## src/rtl/i2c_reg_arbiter_pkg.sv

```systemverilog
// rtl/i2c_reg_arbiter_pkg.sv - shared types, constants and helpers for the I2C register arbiter
package i2c_regs_pkg;

  typedef enum logic [1:0] {
    IDLE,
    WAIT_LOCK,
    ACK
  } arb_state_t;

  localparam int TXN_CNT_MAX = 255;

  function automatic logic addr_in_range(input int unsigned addr, input int unsigned depth);
    return addr < depth;
  endfunction

endpackage

```

## src/rtl/i2c_reg_arbiter_if.sv

```systemverilog
// rtl/i2c_reg_arbiter_if.sv - I2C slave register port, local fabric port and update/summary outputs
interface i2c_reg_arbiter_if #(
  parameter int ADDR_WIDTH = 8,
  parameter int DATA_WIDTH = 16
);
  logic                  i2c_write_en;
  logic [ADDR_WIDTH-1:0] i2c_reg_addr;
  logic [DATA_WIDTH-1:0] i2c_wdata;
  logic [DATA_WIDTH-1:0] i2c_rdata;
  logic                  i2c_busy;
  logic                  i2c_done;
  logic                  lock_en;
  logic                  loc_req;
  logic                  loc_we;
  logic [ADDR_WIDTH-1:0] loc_addr;
  logic [DATA_WIDTH-1:0] loc_wdata;
  logic                  loc_ack;
  logic [DATA_WIDTH-1:0] loc_rdata;
  logic                  loc_err;
  logic                  upd_valid;
  logic [ADDR_WIDTH-1:0] upd_addr;
  logic                  txn_done;
  logic [7:0]            txn_wr_count;

  modport master (
    output i2c_write_en, i2c_reg_addr, i2c_wdata, i2c_busy, i2c_done, lock_en,
    output loc_req, loc_we, loc_addr, loc_wdata,
    input  i2c_rdata, loc_ack, loc_rdata, loc_err, upd_valid, upd_addr, txn_done, txn_wr_count
  );

  modport slave (
    input  i2c_write_en, i2c_reg_addr, i2c_wdata, i2c_busy, i2c_done, lock_en,
    input  loc_req, loc_we, loc_addr, loc_wdata,
    output i2c_rdata, loc_ack, loc_rdata, loc_err, upd_valid, upd_addr, txn_done, txn_wr_count
  );
endinterface

```

## src/rtl/i2c_reg_arbiter_bank.sv

```systemverilog
// rtl/i2c_reg_arbiter_bank.sv - register storage with an I2C/local muxed write port and two read ports
module i2c_reg_bank
  import i2c_regs_pkg::*;
#(
  parameter int              ADDR_WIDTH = 8,
  parameter int              DATA_WIDTH = 16,
  parameter int              DEPTH      = 16,
  parameter logic [DEPTH-1:0] RO_MASK   = '0
) (
  input  logic                  clk,
  input  logic                  reset,
  input  logic                  i2c_we,
  input  logic [ADDR_WIDTH-1:0] i2c_addr,
  input  logic [DATA_WIDTH-1:0] i2c_wdata,
  input  logic                  loc_we,
  input  logic [ADDR_WIDTH-1:0] loc_addr,
  input  logic [DATA_WIDTH-1:0] loc_wdata,
  output logic                  i2c_accept,
  output logic [DATA_WIDTH-1:0] i2c_rd,
  output logic [DATA_WIDTH-1:0] loc_rd
);
  localparam int IDX_W = (DEPTH > 1) ? $clog2(DEPTH) : 1;

  logic [DATA_WIDTH-1:0] regs [DEPTH];
  logic [IDX_W-1:0]      i2c_idx;
  logic [IDX_W-1:0]      loc_idx;
  logic                  i2c_ok;
  logic                  loc_ok;

  assign i2c_idx    = i2c_addr[IDX_W-1:0];
  assign loc_idx    = loc_addr[IDX_W-1:0];
  assign i2c_ok     = addr_in_range(32'(i2c_addr), DEPTH);
  assign loc_ok     = addr_in_range(32'(loc_addr), DEPTH);
  // Read-only protection applies to the I2C side only; local writes may still update.
  assign i2c_accept = i2c_we & i2c_ok & ~RO_MASK[i2c_idx];

  assign i2c_rd = i2c_ok ? regs[i2c_idx] : '0;
  assign loc_rd = loc_ok ? regs[loc_idx] : '0;

  always_ff @(posedge clk) begin
    if (reset) begin
      for (int i = 0; i < DEPTH; i++) regs[i] <= '0;
    end else if (i2c_we) begin
      if (i2c_accept) regs[i2c_idx] <= i2c_wdata;
    end else if (loc_we) begin
      regs[loc_idx] <= loc_wdata;
    end
  end
endmodule

```

## src/rtl/i2c_reg_arbiter.sv

```systemverilog
// rtl/i2c_reg_arbiter.sv - register bank arbiter between the I2C slave strobe and a stallable local port
module i2c_reg_arbiter
  import i2c_regs_pkg::*;
#(
  parameter int              ADDR_WIDTH = 8,
  parameter int              DATA_WIDTH = 16,
  parameter int              DEPTH      = 16,
  parameter logic [DEPTH-1:0] RO_MASK   = '0
) (
  input logic          clk,
  input logic          reset,
  i2c_reg_arbiter_if.slave bus
);
  arb_state_t            state;
  logic [7:0]            wr_cnt;
  logic [7:0]            cnt_next;
  logic                  i2c_accept;
  logic [DATA_WIDTH-1:0] i2c_rd;
  logic [DATA_WIDTH-1:0] loc_rd;
  logic                  loc_in_range;
  logic                  lock_hold;
  logic                  commit;
  logic                  commit_wr;

  assign loc_in_range = addr_in_range(32'(bus.loc_addr), DEPTH);
  assign lock_hold    = bus.loc_we & bus.lock_en & bus.i2c_busy;
  assign commit       = (state == IDLE) & bus.loc_req & ~bus.i2c_write_en & ~lock_hold;
  assign commit_wr    = commit & bus.loc_we & loc_in_range;
  assign cnt_next     = (i2c_accept && wr_cnt != 8'(TXN_CNT_MAX)) ? wr_cnt + 8'd1 : wr_cnt;

  i2c_reg_bank #(
    .ADDR_WIDTH(ADDR_WIDTH),
    .DATA_WIDTH(DATA_WIDTH),
    .DEPTH     (DEPTH),
    .RO_MASK   (RO_MASK)
  ) u_bank (
    .clk       (clk),
    .reset     (reset),
    .i2c_we    (bus.i2c_write_en),
    .i2c_addr  (bus.i2c_reg_addr),
    .i2c_wdata (bus.i2c_wdata),
    .loc_we    (commit_wr),
    .loc_addr  (bus.loc_addr),
    .loc_wdata (bus.loc_wdata),
    .i2c_accept(i2c_accept),
    .i2c_rd    (i2c_rd),
    .loc_rd    (loc_rd)
  );

  // The I2C strobe cannot stall, so a local request simply retries while it is present.
  always_ff @(posedge clk) begin
    if (reset) begin
      state         <= IDLE;
      bus.loc_ack   <= 1'b0;
      bus.loc_err   <= 1'b0;
      bus.loc_rdata <= '0;
    end else begin
      bus.loc_ack <= 1'b0;
      bus.loc_err <= 1'b0;
      case (state)
        IDLE: begin
          if (bus.loc_req && !bus.i2c_write_en) begin
            if (lock_hold) begin
              state <= WAIT_LOCK;
            end else begin
              state       <= ACK;
              bus.loc_ack <= 1'b1;
              bus.loc_err <= ~loc_in_range;
              if (!loc_in_range)   bus.loc_rdata <= '0;
              else if (!bus.loc_we) bus.loc_rdata <= loc_rd;
            end
          end
        end
        WAIT_LOCK: if (!bus.i2c_busy || !bus.lock_en) state <= IDLE;
        ACK:       state <= IDLE;
        default:   state <= IDLE;
      endcase
    end
  end

  always_ff @(posedge clk) begin
    if (reset) begin
      wr_cnt           <= '0;
      bus.txn_done     <= 1'b0;
      bus.txn_wr_count <= '0;
      bus.upd_valid    <= 1'b0;
      bus.upd_addr     <= '0;
      bus.i2c_rdata    <= '0;
    end else begin
      bus.upd_valid <= i2c_accept;
      if (i2c_accept) bus.upd_addr <= bus.i2c_reg_addr;
      bus.i2c_rdata <= i2c_rd;
      bus.txn_done  <= bus.i2c_done;
      if (bus.i2c_done) begin
        bus.txn_wr_count <= cnt_next;
        wr_cnt           <= '0;
      end else begin
        wr_cnt <= cnt_next;
      end
    end
  end
endmodule

```

## src/flat_wrapper.sv

```systemverilog
// flat-port wrapper written by rule: the top's interface ports become plain ports
module i2c_reg_arbiter_flat import i2c_regs_pkg::*;
#(
  parameter int              ADDR_WIDTH = 8,
  parameter int              DATA_WIDTH = 16,
  parameter int              DEPTH      = 16,
  parameter logic [DEPTH-1:0] RO_MASK   = '0
)
  (clk, reset, bus_i2c_write_en, bus_i2c_reg_addr, bus_i2c_wdata, bus_i2c_busy, bus_i2c_done, bus_lock_en, bus_loc_req, bus_loc_we, bus_loc_addr, bus_loc_wdata, bus_i2c_rdata, bus_loc_ack, bus_loc_rdata, bus_loc_err, bus_upd_valid, bus_upd_addr, bus_txn_done, bus_txn_wr_count);
  i2c_reg_arbiter_if #(.ADDR_WIDTH(ADDR_WIDTH), .DATA_WIDTH(DATA_WIDTH)) bus_i ();
  input logic clk;
  input logic reset;
  input wire logic [$bits(bus_i.i2c_write_en)-1:0] bus_i2c_write_en;
  input wire logic [$bits(bus_i.i2c_reg_addr)-1:0] bus_i2c_reg_addr;
  input wire logic [$bits(bus_i.i2c_wdata)-1:0] bus_i2c_wdata;
  input wire logic [$bits(bus_i.i2c_busy)-1:0] bus_i2c_busy;
  input wire logic [$bits(bus_i.i2c_done)-1:0] bus_i2c_done;
  input wire logic [$bits(bus_i.lock_en)-1:0] bus_lock_en;
  input wire logic [$bits(bus_i.loc_req)-1:0] bus_loc_req;
  input wire logic [$bits(bus_i.loc_we)-1:0] bus_loc_we;
  input wire logic [$bits(bus_i.loc_addr)-1:0] bus_loc_addr;
  input wire logic [$bits(bus_i.loc_wdata)-1:0] bus_loc_wdata;
  output wire logic [$bits(bus_i.i2c_rdata)-1:0] bus_i2c_rdata;
  output wire logic [$bits(bus_i.loc_ack)-1:0] bus_loc_ack;
  output wire logic [$bits(bus_i.loc_rdata)-1:0] bus_loc_rdata;
  output wire logic [$bits(bus_i.loc_err)-1:0] bus_loc_err;
  output wire logic [$bits(bus_i.upd_valid)-1:0] bus_upd_valid;
  output wire logic [$bits(bus_i.upd_addr)-1:0] bus_upd_addr;
  output wire logic [$bits(bus_i.txn_done)-1:0] bus_txn_done;
  output wire logic [$bits(bus_i.txn_wr_count)-1:0] bus_txn_wr_count;
  assign bus_i.i2c_write_en = bus_i2c_write_en;
  assign bus_i.i2c_reg_addr = bus_i2c_reg_addr;
  assign bus_i.i2c_wdata = bus_i2c_wdata;
  assign bus_i.i2c_busy = bus_i2c_busy;
  assign bus_i.i2c_done = bus_i2c_done;
  assign bus_i.lock_en = bus_lock_en;
  assign bus_i.loc_req = bus_loc_req;
  assign bus_i.loc_we = bus_loc_we;
  assign bus_i.loc_addr = bus_loc_addr;
  assign bus_i.loc_wdata = bus_loc_wdata;
  assign bus_i2c_rdata = bus_i.i2c_rdata;
  assign bus_loc_ack = bus_i.loc_ack;
  assign bus_loc_rdata = bus_i.loc_rdata;
  assign bus_loc_err = bus_i.loc_err;
  assign bus_upd_valid = bus_i.upd_valid;
  assign bus_upd_addr = bus_i.upd_addr;
  assign bus_txn_done = bus_i.txn_done;
  assign bus_txn_wr_count = bus_i.txn_wr_count;
  i2c_reg_arbiter #(.ADDR_WIDTH(ADDR_WIDTH), .DATA_WIDTH(DATA_WIDTH), .DEPTH(DEPTH), .RO_MASK(RO_MASK)) u_core (.clk(clk), .reset(reset), .bus(bus_i));
endmodule
```

## config.mk

```make
export PLATFORM = sky130hd
export DESIGN_NAME = i2c_reg_arbiter_flat
export DESIGN_NICKNAME = d
export VERILOG_FILES = /design/src/rtl/i2c_reg_arbiter_pkg.sv /design/src/rtl/i2c_reg_arbiter_if.sv /design/src/rtl/i2c_reg_arbiter_bank.sv /design/src/rtl/i2c_reg_arbiter.sv /design/src/flat_wrapper.sv
export SDC_FILE = /design/constraint.sdc
export NUM_CORES = 1
export LEC_CHECK = 0
export ABC_AREA = 1
export BUFFER_PORTS_ARGS = -buffer_cell sky130_fd_sc_hd__buf_2
export CORE_MARGIN = 1.5
export CORE_UTILIZATION = 35
export CTS_CLUSTER_SIZE = 28
export DETAILED_ROUTE_END_ITERATION = 12
export PLACE_DENSITY = 0.54
export SYNTH_ARGS = -nofsm -noshare
export SYNTH_HDL_FRONTEND = slang
export SYNTH_SLANG_ARGS = --single-unit
```

## constraint.sdc

```tcl
create_clock -name clk -period 7.8 [get_ports clk]
set_input_delay 1.17 -clock clk [delete_from_list [all_inputs] [get_ports clk]]
set_output_delay 1.17 -clock clk [all_outputs]
set_load 0.005 [all_outputs]
```

==> results.json, run 1 <==
{
  "outcome": "finished, final reports clean",
  "n_fill_cell": 4959,
  "final_area_mm2": 0.0193,
  "whs_endpoint": "u_core.bus.txn_wr_count[5]",
  "final_antenna_net_count": 0,
  "postPlaceCellArea_mm2": 0.0182,
  "reg2reg_slack_ns": 3.94,
  "synth_async_sr_flop_share_pct": 0,
  "cts_setup_buffers": 0,
  "dr_total_vias": 15603,
  "drv_cap": 0,
  "post-route-min-period_ns": 4.55,
  "power_density_mw_per_mm2": 207,
  "dr.pass1.iters": 6,
  "diodes": 0,
  "place_ws_ns": 2.77,
  "finalWorstSetupSlack_ns": 3.25,
  "hold_buffers": 0,
  "die_area_mm2": 0.0506,
  "clk_path_buf_depth": 3,
  "drt_iter0_drc": 2213,
  "synth-edff-count": 256,
  "worstSetupStartpointType": "input pin",
  "fmax_mhz": 220,
  "timing.rr.end": "u_core.u_bank.regs[5][5]",
  "ff_latch_area_mm2": 0.00893,
  "cp.arrival_ns": 4.65,
  "power.total_mw": 4.00,
  "drc": 0,
  "critPathMaxStageDelay_ns": 0.86,
  "rsz0062_at_grt": "false",
  "overflow": 0,
  "cts.reportedPaths.clkPinSlew_ns": 0.06,
  "grt_max_degree": 92,
  "ys_seq_area_share_pct": 51.7,
  "switching_power_mw": 1.07,
  "gp_congestion": 0.959,
  "relSlewSlack_pct": 22.2,
  "crit_chain": "buf_4, clkinv_2, nand4_1, nand2_1, nand2_1, buf_4, inv_1, nand2_4, nand2_1",
  "tightest_slew_ns": 1.16,
  "syn-num-nets": 2221,
  "cts_sinks": 318,
  "cp.required_ns": 7.91,
  "crit_top_cell": "nand2_1",
  "start_util_pct": 35.4,
  "io_pins": 108,
  "finalSetupViolations": 0,
  "crit_path_max_fanout": 91,
  "final.setup_skew_ns": 0.0110,
  "die_height_um": 225,
  "ir_drop_mv": 0.122,
  "synth_cell_types": 32,
  "synthToLayoutAreaGrowth_pct": 11.7,
  "htree_levels": 2,
  "finalHoldViolCount": 0,
  "dp_hpwl_um": 42000,
  "root_buffer": "clkbuf_16",
  "fin_nets": 2217,
  "drive_above_1_share_pct": 11.0,
  "hold_class": "flop to flop",
  "viasPerCell": 5.48,
  "port_buffers": 107,
  "ys_seq_elements": 318,
  "rows": 81,
  "syn_area_mm2": 0.0173,
  "final_cell_mix": "nand2_1 (415), inv_1 (267), nand3_1 (267)",
  "power_frac_comb_pct": 11.7,
  "grt_pass1_vias": 14392,
  "cts_buffers": 35,
  "cts_resized": 0,
  "die_w_um": 225,
  "post-route-period-util_pct": 58.3,
  "yosys_warnings": 0,
  "hp-start": "u_core.bus.txn_wr_count[5]",
  "whs_path_depth": 2,
  "finalMaxSlewViolations": 0,
  "worstSetupPathType": "input pin to flop",
  "synth.avg_cell_area_um2": 7.97,
  "critPathSlowestCell": "clkinv_2",
  "postSynthCellCount": 2164,
  "switching_share_pct": 26.7,
  "r2r-start": "u_core.state[1]",
  "reg2reg_depth": 8,
  "end_kind": "flop",
  "seqPwrFrac_pct": 47.6,
  "synthFlopType": "edfxtp_1",
  "track_usage_pct": 25.5,
  "clkPwrFrac_pct": 40.7,
  "hold_slack_ns": 0.452,
  "p_leak_nw": 8.16,
  "cts_tree": "built",
  "coreArea_mm2": 0.0487,
  "drt_wl_total_um": 65000,
  "grt_first_pass_wirelength_um": 94000,
  "mostFrequentLayoutCell": "nand2_1",
  "power.internal_mw": 2.93,
  "clock_latency_ns": 0.53,
  "tns_ns": 0,
  "antenna_found_initial": 0,
  "multi_input_area_mm2": 0.00671,
  "wl_per_cell_um": 22.8
}
## synth_stat cells (4+ instances only)
master | number | area share (%)
xor2_1 | 7 | 0.36
buf_6 | 10 | 0.65
buf_2 | 30 | 0.87
nor2_1 | 190 | 4.1
dfxtp_1 | 62 | 7.2
o21ai_2 | 16 | 0.81
edfxtp_1 | 256 | 45
buf_1 | 12 | 0.26
inv_2 | 5 | 0.11
clkbuf_1 | 112 | 2.4
nand3_1 | 267 | 7.7
or2_2 | 14 | 0.51
nand2_4 | 8 | 0.52
nand2_1 | 415 | 9.0
nor3_1 | 131 | 3.8
o21ai_0 | 168 | 4.9
a21oi_1 | 164 | 4.8
inv_1 | 269 | 5.9
nor3b_1 | 4 | 0.17
## worst max-delay path by stage
stage                                from                   endpoint  depth (start not counted)
after floorplan           bus_loc_addr[4]   u_core.u_bank.regs[4][0]                          8
after global placement              reset   u_core.u_bank.regs[5][2]                          9
after detailed placement            reset  u_core.u_bank.regs[5][11]                          9
after CTS                           reset   u_core.u_bank.regs[5][5]                          9
after global routing      bus_loc_addr[0]  u_core.u_bank.regs[8][11]                          9
final                     bus_loc_addr[0]  u_core.u_bank.regs[12][6]                          9
## final cells by class
cell class,instances,area share (%)
repair buffers,124,3.47
clock buffers,50,5.32
clock inverters,12,0.409
multi-input cells,1405,34.8
well taps,664,4.31
inverters,276,5.39
flip-flops and latches,318,46.3
## routing by layer
metal,vias up,GRT usage (%),share of wire (%)
met4,0,12.4,5.3
li1,7143,-,-
met5,-,0,0
met2,857,40.1,45
met3,163,3.98,9.1
met1,7440,34.1,41
## power groups by stage
| stage | combinational (mW) | clock [mW] | sequential (mW) |
|---|---|---|---|
| 6_report | 0.469 | 1.63 | 1.90 |
| 5_1_grt | 0.500 | 1.71 | 1.91 |
| 4_1_cts | 0.458 | 1.65 | 1.90 |
| 3_5_place_dp | 0.456 | 0 | 1.94 |
| 3_3_place_gp | 0.453 | 0 | 1.94 |
| 2_1_floorplan | 0.274 | 0 | 1.93 |
## critical path: cells and delay by family
| family | cells | cell delay (ns) |
|---|---|---|
| buffers and inverters | 4 | 2.19 |
| and+or+nand+nor | 5 | 1.17 |
## cell families (layout without fill, tap and decap cells)
group | Yosys count | count (layout) | synth area share [%]
flip-flops | 318 | 318 | 51.7
XOR/XNOR | 7 | 7 | 0.355
AO/OA/AOI/OAI | 350 | 350 | 10.5
AND/OR/NAND/NOR | 1047 | 1047 | 27.1
adder cells (fa/ha/maj) | 1 | 1 | 0.0725
buffers and inverters | 441 | 462 | 10.3
## state kept, by name, summed over array words and instances, names as in the netlist
| signal | flops |
|---|---|
| u_core.bus.i2c_rdata | 16 |
| u_core.bus.loc_ack | 1 |
| u_core.bus.loc_err | 1 |
| u_core.bus.loc_rdata | 16 |
| u_core.bus.txn_done | 1 |
| u_core.bus.txn_wr_count | 8 |
| u_core.bus.upd_addr | 8 |
| u_core.bus.upd_valid | 1 |
| u_core.state | 2 |
| u_core.u_bank.regs | 256 |
| u_core.wr_cnt | 8 |
## metrics by stage
step           instances  util, %
3_3_place_gp        2787     37.3
4_1_cts             2849     39.5
2_1_floorplan       2164        -
5_1_grt             2849     39.5
6_report            2849     39.5
3_5_place_dp        2787     37.3
No activity file was read; power rests on OpenSTA's default activity.
==> inputs of run 2 (changes only) <==
==> constraint.sdc (replaced) <==
create_clock -name clk -period 4.3 [get_ports clk]
set_input_delay 0.645 -clock clk [delete_from_list [all_inputs] [get_ports clk]]
set_output_delay 0.645 -clock clk [all_outputs]
set_load 0.005 [all_outputs]
==> run 2 against run 1 <==
Against the previous run:
- core utilization is 0.26 points higher
- count of clock-buffer cells in the layout is 2 lower
- critical path depth decreased by 1
- non-clock buffer count is 20 higher
- worst hold slack got worse by 0.00082 ns
==> results.json, run 2 (synthesized netlist as in run 1, its figures left out) <==
{
  "dr.pass1.iters": 5,
  "grt_max_degree": 119,
  "final_antenna_net_count": 0,
  "worstSetupPathType": "input pin to flop",
  "grt_pass1_vias": 14149,
  "hold_buffers": 0,
  "ff_latch_area_mm2": 0.00893,
  "n_fill_cell": 4899,
  "cts_setup_buffers": 0,
  "worstSetupStartpointType": "input pin",
  "htree_levels": 2,
  "clock_latency_ns": 0.52,
  "tightest_slew_ns": 1.18,
  "cts_buffers": 36,
  "grt_first_pass_wirelength_um": 85800,
  "die_w_um": 225,
  "overflow": 0,
  "end_kind": "flop",
  "cts.reportedPaths.clkPinSlew_ns": 0.06,
  "dp_hpwl_um": 37900,
  "hold_class": "flop to flop",
  "cts_resized": 0,
  "antenna_found_initial": 0,
  "relSlewSlack_pct": 20.9,
  "cp.arrival_ns": 3.03,
  "largest_reg_flops": 256,
  "root_buffer": "clkbuf_16",
  "critPathMaxStageDelay_ns": 0.90,
  "gp_congestion": 0.862,
  "mostFrequentLayoutCell": "nand2_1",
  "fmax_mhz": 347,
  "finalWorstSetupSlack_ns": 1.42,
  "coreArea_mm2": 0.0487,
  "final.setup_skew_ns": 0.0154,
  "crit_top_cell": "nand3_2",
  "clk_path_buf_depth": 3,
  "drt_wl_total_um": 57000,
  "critPathSlowestCell": "o21ai_2",
  "die_height_um": 225,
  "tns_ns": 0,
  "cts_sinks": 318,
  "die_area_mm2": 0.0506,
  "drc": 0,
  "crit_path_max_fanout": 21,
  "drive_above_1_share_pct": 12.2,
  "start_util_pct": 35.4,
  "post-route-period-util_pct": 67.1,
  "largest-register": "u_core.u_bank.regs",
  "cts_tree": "built",
  "place_ws_ns": 0.912,
  "fin_nets": 2238,
  "viasPerCell": 5.26,
  "cp.required_ns": 4.44,
  "rsz0062_at_grt": "false",
  "ir_drop_mv": 0.209,
  "diodes": 0,
  "p_leak_nw": 8.28,
  "drv_cap": 0,
  "port_buffers": 107,
  "final_cell_mix": "nand2_1 (415), inv_1 (267), nand3_1 (267)",
  "finalHoldViolCount": 0,
  "io_pins": 108,
  "rows": 81,
  "post-route-min-period_ns": 2.88,
  "cp_top_family": "simple AND/OR/NAND/NOR gates",
  "reg2reg_slack_ns": 1.42,
  "dr_total_vias": 15101,
  "finalSetupViolations": 0,
  "wl_per_cell_um": 19.9,
  "multi_input_area_mm2": 0.00659,
  "drt_iter0_drc": 1442,
  "outcome": "finished, final reports clean",
  "track_usage_pct": 22.3,
  "largestRegisters": "u_core.u_bank.regs x256, u_core.bus.i2c_rdata x16, u_core.bus.loc_rdata x16",
  "synthToLayoutAreaGrowth_pct": 12.4,
  "crit_chain": "buf_2, inv_2, nand3_2, nor2_2, nand3_1, nand2_1, nand3_2, o21ai_2",
  "power_density_mw_per_mm2": 377,
  "path_buf_inv": 2,
  "finalMaxSlewViolations": 0
}
[run 2: cell types whose count changed in the layout (fill, tap and decap cells not counted), sizes merged]
cell / delta
clkbuf: -2
bufinv: +1
clkinvlp: +3
clkinv: -3
inv: +1
buf: +20
[run 2: worst paths after layout]
path,cells after the start,end,from
max,8,u_core.u_bank.regs[6][4],reset
min reg2reg,2,u_core.bus.txn_wr_count[3],u_core.bus.txn_wr_count[3]
max reg2reg,7,u_core.u_bank.regs[6][4],u_core.state[1]
min,2,u_core.bus.txn_wr_count[3],u_core.bus.txn_wr_count[3]
[run 2: stage by stage]
stage | utilization (%) | area (um2) | total power, mW | hold slack [ns] | instances
2_1_floorplan | - | 17300 | 3.99 | 0.448 | 2164
5_1_grt | 39.8 | 19400 | 7.55 | 0.468 | 2869
3_3_place_gp | 37.4 | 18200 | 4.29 | 0.440 | 2807
4_1_cts | 39.8 | 19400 | 7.35 | 0.451 | 2869
3_5_place_dp | 37.4 | 18200 | 4.30 | 0.440 | 2807
6_report | 39.8 | 19400 | 7.32 | 0.452 | 2869
[run 2: layer usage]
layer | part of all wire (%) | track usage (%) | wire length (um) | up-vias
met4 | 3.0 | 7.64 | 1710 | 0
li1 | - | - | - | 7181
met3 | 6.0 | 2.95 | 3390 | 92
met2 | 49 | 38.3 | 27800 | 544
met5 | 0 | 0 | 0 | -
met1 | 42 | 28.8 | 24000 | 7284
[run 2: tightest hold or removal path: cells and delay by family (launching register included)]
family           cells  cell delay [ns]
flip-flops           1             0.31
AND/OR/NAND/NOR      2             0.10
[run 2: where the power goes]
| part | total (mW) | switching [mW] | internal (mW) |
|---|---|---|---|
| combinational | 0.801 | 0.596 | 0.204 |
| sequential | 3.44 | 0.0384 | 3.40 |
| clock | 3.07 | 1.26 | 1.81 |
| total | 7.32 | 1.90 | 5.42 |
[run 2: final cells by class]
cell class	instances	area share, %
sequential	318	46.0
multi-input combinational	1405	34.0
inverter	276	5.35
clock buffer	48	5.32
timing repair buffer	144	4.41
tap	664	4.28
clock inverter	14	0.671
==> inputs of run 3 (changes only) <==
--- a/config.mk
+++ b/config.mk
@@ -11,7 +11,7 @@
 export CORE_UTILIZATION = 35
 export CTS_CLUSTER_SIZE = 28
 export DETAILED_ROUTE_END_ITERATION = 12
-export PLACE_DENSITY = 0.54
+export PLACE_DENSITY = 0.56
 export SYNTH_ARGS = -nofsm -noshare
 export SYNTH_HDL_FRONTEND = slang
 export SYNTH_SLANG_ARGS = --single-unit
==> constraint.sdc (replaced) <==
create_clock -name clk -period 2.3 [get_ports clk]
set_input_delay 0.345 -clock clk [delete_from_list [all_inputs] [get_ports clk]]
set_output_delay 0.345 -clock clk [all_outputs]
set_load 0.005 [all_outputs]
==> run 3 against run 2 <==
Against the previous run:
- non-clock buffer count grew 88
- core utilization rose by 2.2 points
- first-iteration DRC count shrank 7.6%
- highest routed layer unchanged
- sequential share of layout area shrank 2.5 points
- count of clock-buffer cells in the layout shrank 2
- flip-flop and latch count unchanged
- largest power group unchanged
- worst hold slack got worse by 0.31 ns
- via count increased by 1.9%
- setup slack worse by 1.2 ns
- register-to-register slack worse by 1.2 ns
==> results.json, run 3 (synthesized netlist as in run 1, its figures left out) <==
{
  "outcome": "finished, final reports clean",
  "cts_sinks": 318,
  "tns_ns": 0,
  "root_buffer": "clkbuf_16",
  "overflow": 0,
  "final_cell_mix": "nand2_1 (415), inv_1 (267), nand3_1 (267)",
  "clk_path_buf_depth": 3,
  "drt_iter0_drc": 1333,
  "largest-register": "u_core.u_bank.regs",
  "finalMaxSlewViolations": 0,
  "largest_reg_flops": 256,
  "postPlaceCellArea_mm2": 0.0193,
  "final_area_mm2": 0.0205,
  "cts.reportedPaths.clkPinSlew_ns": 0.06,
  "coreArea_mm2": 0.0487,
  "cp.arrival_ns": 2.36,
  "cts_resized": 0,
  "finalSetupViolations": 0,
  "io_pins": 108,
  "reg2reg_depth": 8,
  "worstSetupStartpointType": "flop",
  "cp.required_ns": 2.53,
  "place_ws_ns": 0.0625,
  "antenna_found_initial": 0,
  "cts_buffers": 35,
  "power_density_mw_per_mm2": 682,
  "cts_setup_buffers": 0,
  "end_kind": "flop",
  "fmax_mhz": 470,
  "largestRegisters": "u_core.u_bank.regs x256, u_core.bus.i2c_rdata x16, u_core.bus.loc_rdata x16",
  "hold_class": "input pin to flop",
  "fin_nets": 2325,
  "finalWorstSetupSlack_ns": 0.174,
  "mostFrequentLayoutCell": "nand2_1",
  "post-route-period-util_pct": 92.4,
  "drt_wl_total_um": 57200,
  "n_fill_cell": 4826,
  "viasPerCell": 5.20,
  "port_buffers": 107,
  "dp_hpwl_um": 39200,
  "rows": 81,
  "final_antenna_net_count": 0,
  "final.setup_skew_ns": 0.0193,
  "die_area_mm2": 0.0506,
  "p_leak_nw": 8.86,
  "tightest_slew_ns": 0.527,
  "cts_tree": "built",
  "post-route-min-period_ns": 2.13,
  "whs_path_depth": 3,
  "dr.pass1.iters": 6,
  "grt_first_pass_wirelength_um": 88100,
  "drv_cap": 0,
  "wl_per_cell_um": 19.3,
  "start_util_pct": 35.4,
  "die_w_um": 225,
  "crit_path_max_fanout": 10,
  "drive_above_1_share_pct": 15.3,
  "relSlewSlack_pct": 64.8,
  "grt_max_degree": 75,
  "ir_drop_mv": 0.358,
  "finalHoldViolCount": 0,
  "htree_levels": 2,
  "diodes": 0,
  "gp_congestion": 0.887,
  "clock_latency_ns": 0.54,
  "hold_slack_ns": 0.141,
  "drc": 0,
  "hold_buffers": 0,
  "track_usage_pct": 22.8,
  "rsz0062_at_grt": "false",
  "dr_total_vias": 15383,
  "die_height_um": 225,
  "grt_pass1_vias": 14994,
  "synthToLayoutAreaGrowth_pct": 18.8,
  "worstSetupPathType": "flop to flop"
}
==> run 3: path summary, 6_finish.rpt <==
path | start | to | slack (ns)
worst max-delay path | u_core.state[1] | u_core.u_bank.regs[6][1] | 0.17
worst min-delay path | bus_i2c_done | u_core.bus.txn_wr_count[1] | 0.14
worst max register to register | u_core.state[1] | u_core.u_bank.regs[6][1] | 0.17
worst min register to register | u_core.bus.txn_wr_count[3] | u_core.bus.txn_wr_count[3] | 0.45
==> run 3: layout make-up <==
cell class                      instances  area [um2]  area share [%]
Clock buffer                           46        1000            4.88
Clock inverter                         17         185           0.903
Inverter                              276        1040            5.06
Multi-Input combinational cell       1405        6580            32.1
Sequential cell                       318        8930            43.6
Tap cell                              664         831            4.05
Timing Repair Buffer                  232        1930            9.43
==> run 3: per-stage QoR <==
| step | power, mW | util [%] | std cells |
|---|---|---|---|
| 2_1_floorplan | 7.46 | - | 2164 |
| 3_3_place_gp | 8.20 | 39.6 | 2895 |
| 3_5_place_dp | 8.22 | 39.6 | 2895 |
| 4_1_cts | 14.1 | 42.0 | 2958 |
| 5_1_grt | 14.5 | 42.0 | 2958 |
| 6_report | 14.0 | 42.0 | 2958 |
==> run 3: worst max-delay path, stage by stage (launching register included) <==
cell and delay [ns]:
dfxtp_1 0.32, nor2_2 0.14, inv_1 0.10, nor2_4 0.19, nand4_2 0.15, nand2_1 0.14, nand3_2 0.28, o21ai_1 0.26
buf_4 0.23
==> run 3: power breakdown <==
| group | internal, mW | switching (mW) |
|---|---|---|
| logic | 0.542 | 1.15 |
| clock network | 3.52 | 2.34 |
| registers | 6.36 | 0.0718 |
| total | 10.4 | 3.56 |
==> run 3: routing by layer <==
layer	GRT usage, %	vias to the layer above	part of all wire, %
met1	28.5	7250	41
met4	10.1	0	4.3
met2	38.9	627	48
li1	-	7364	-
met5	0	-	0
met3	3.55	142	6.5
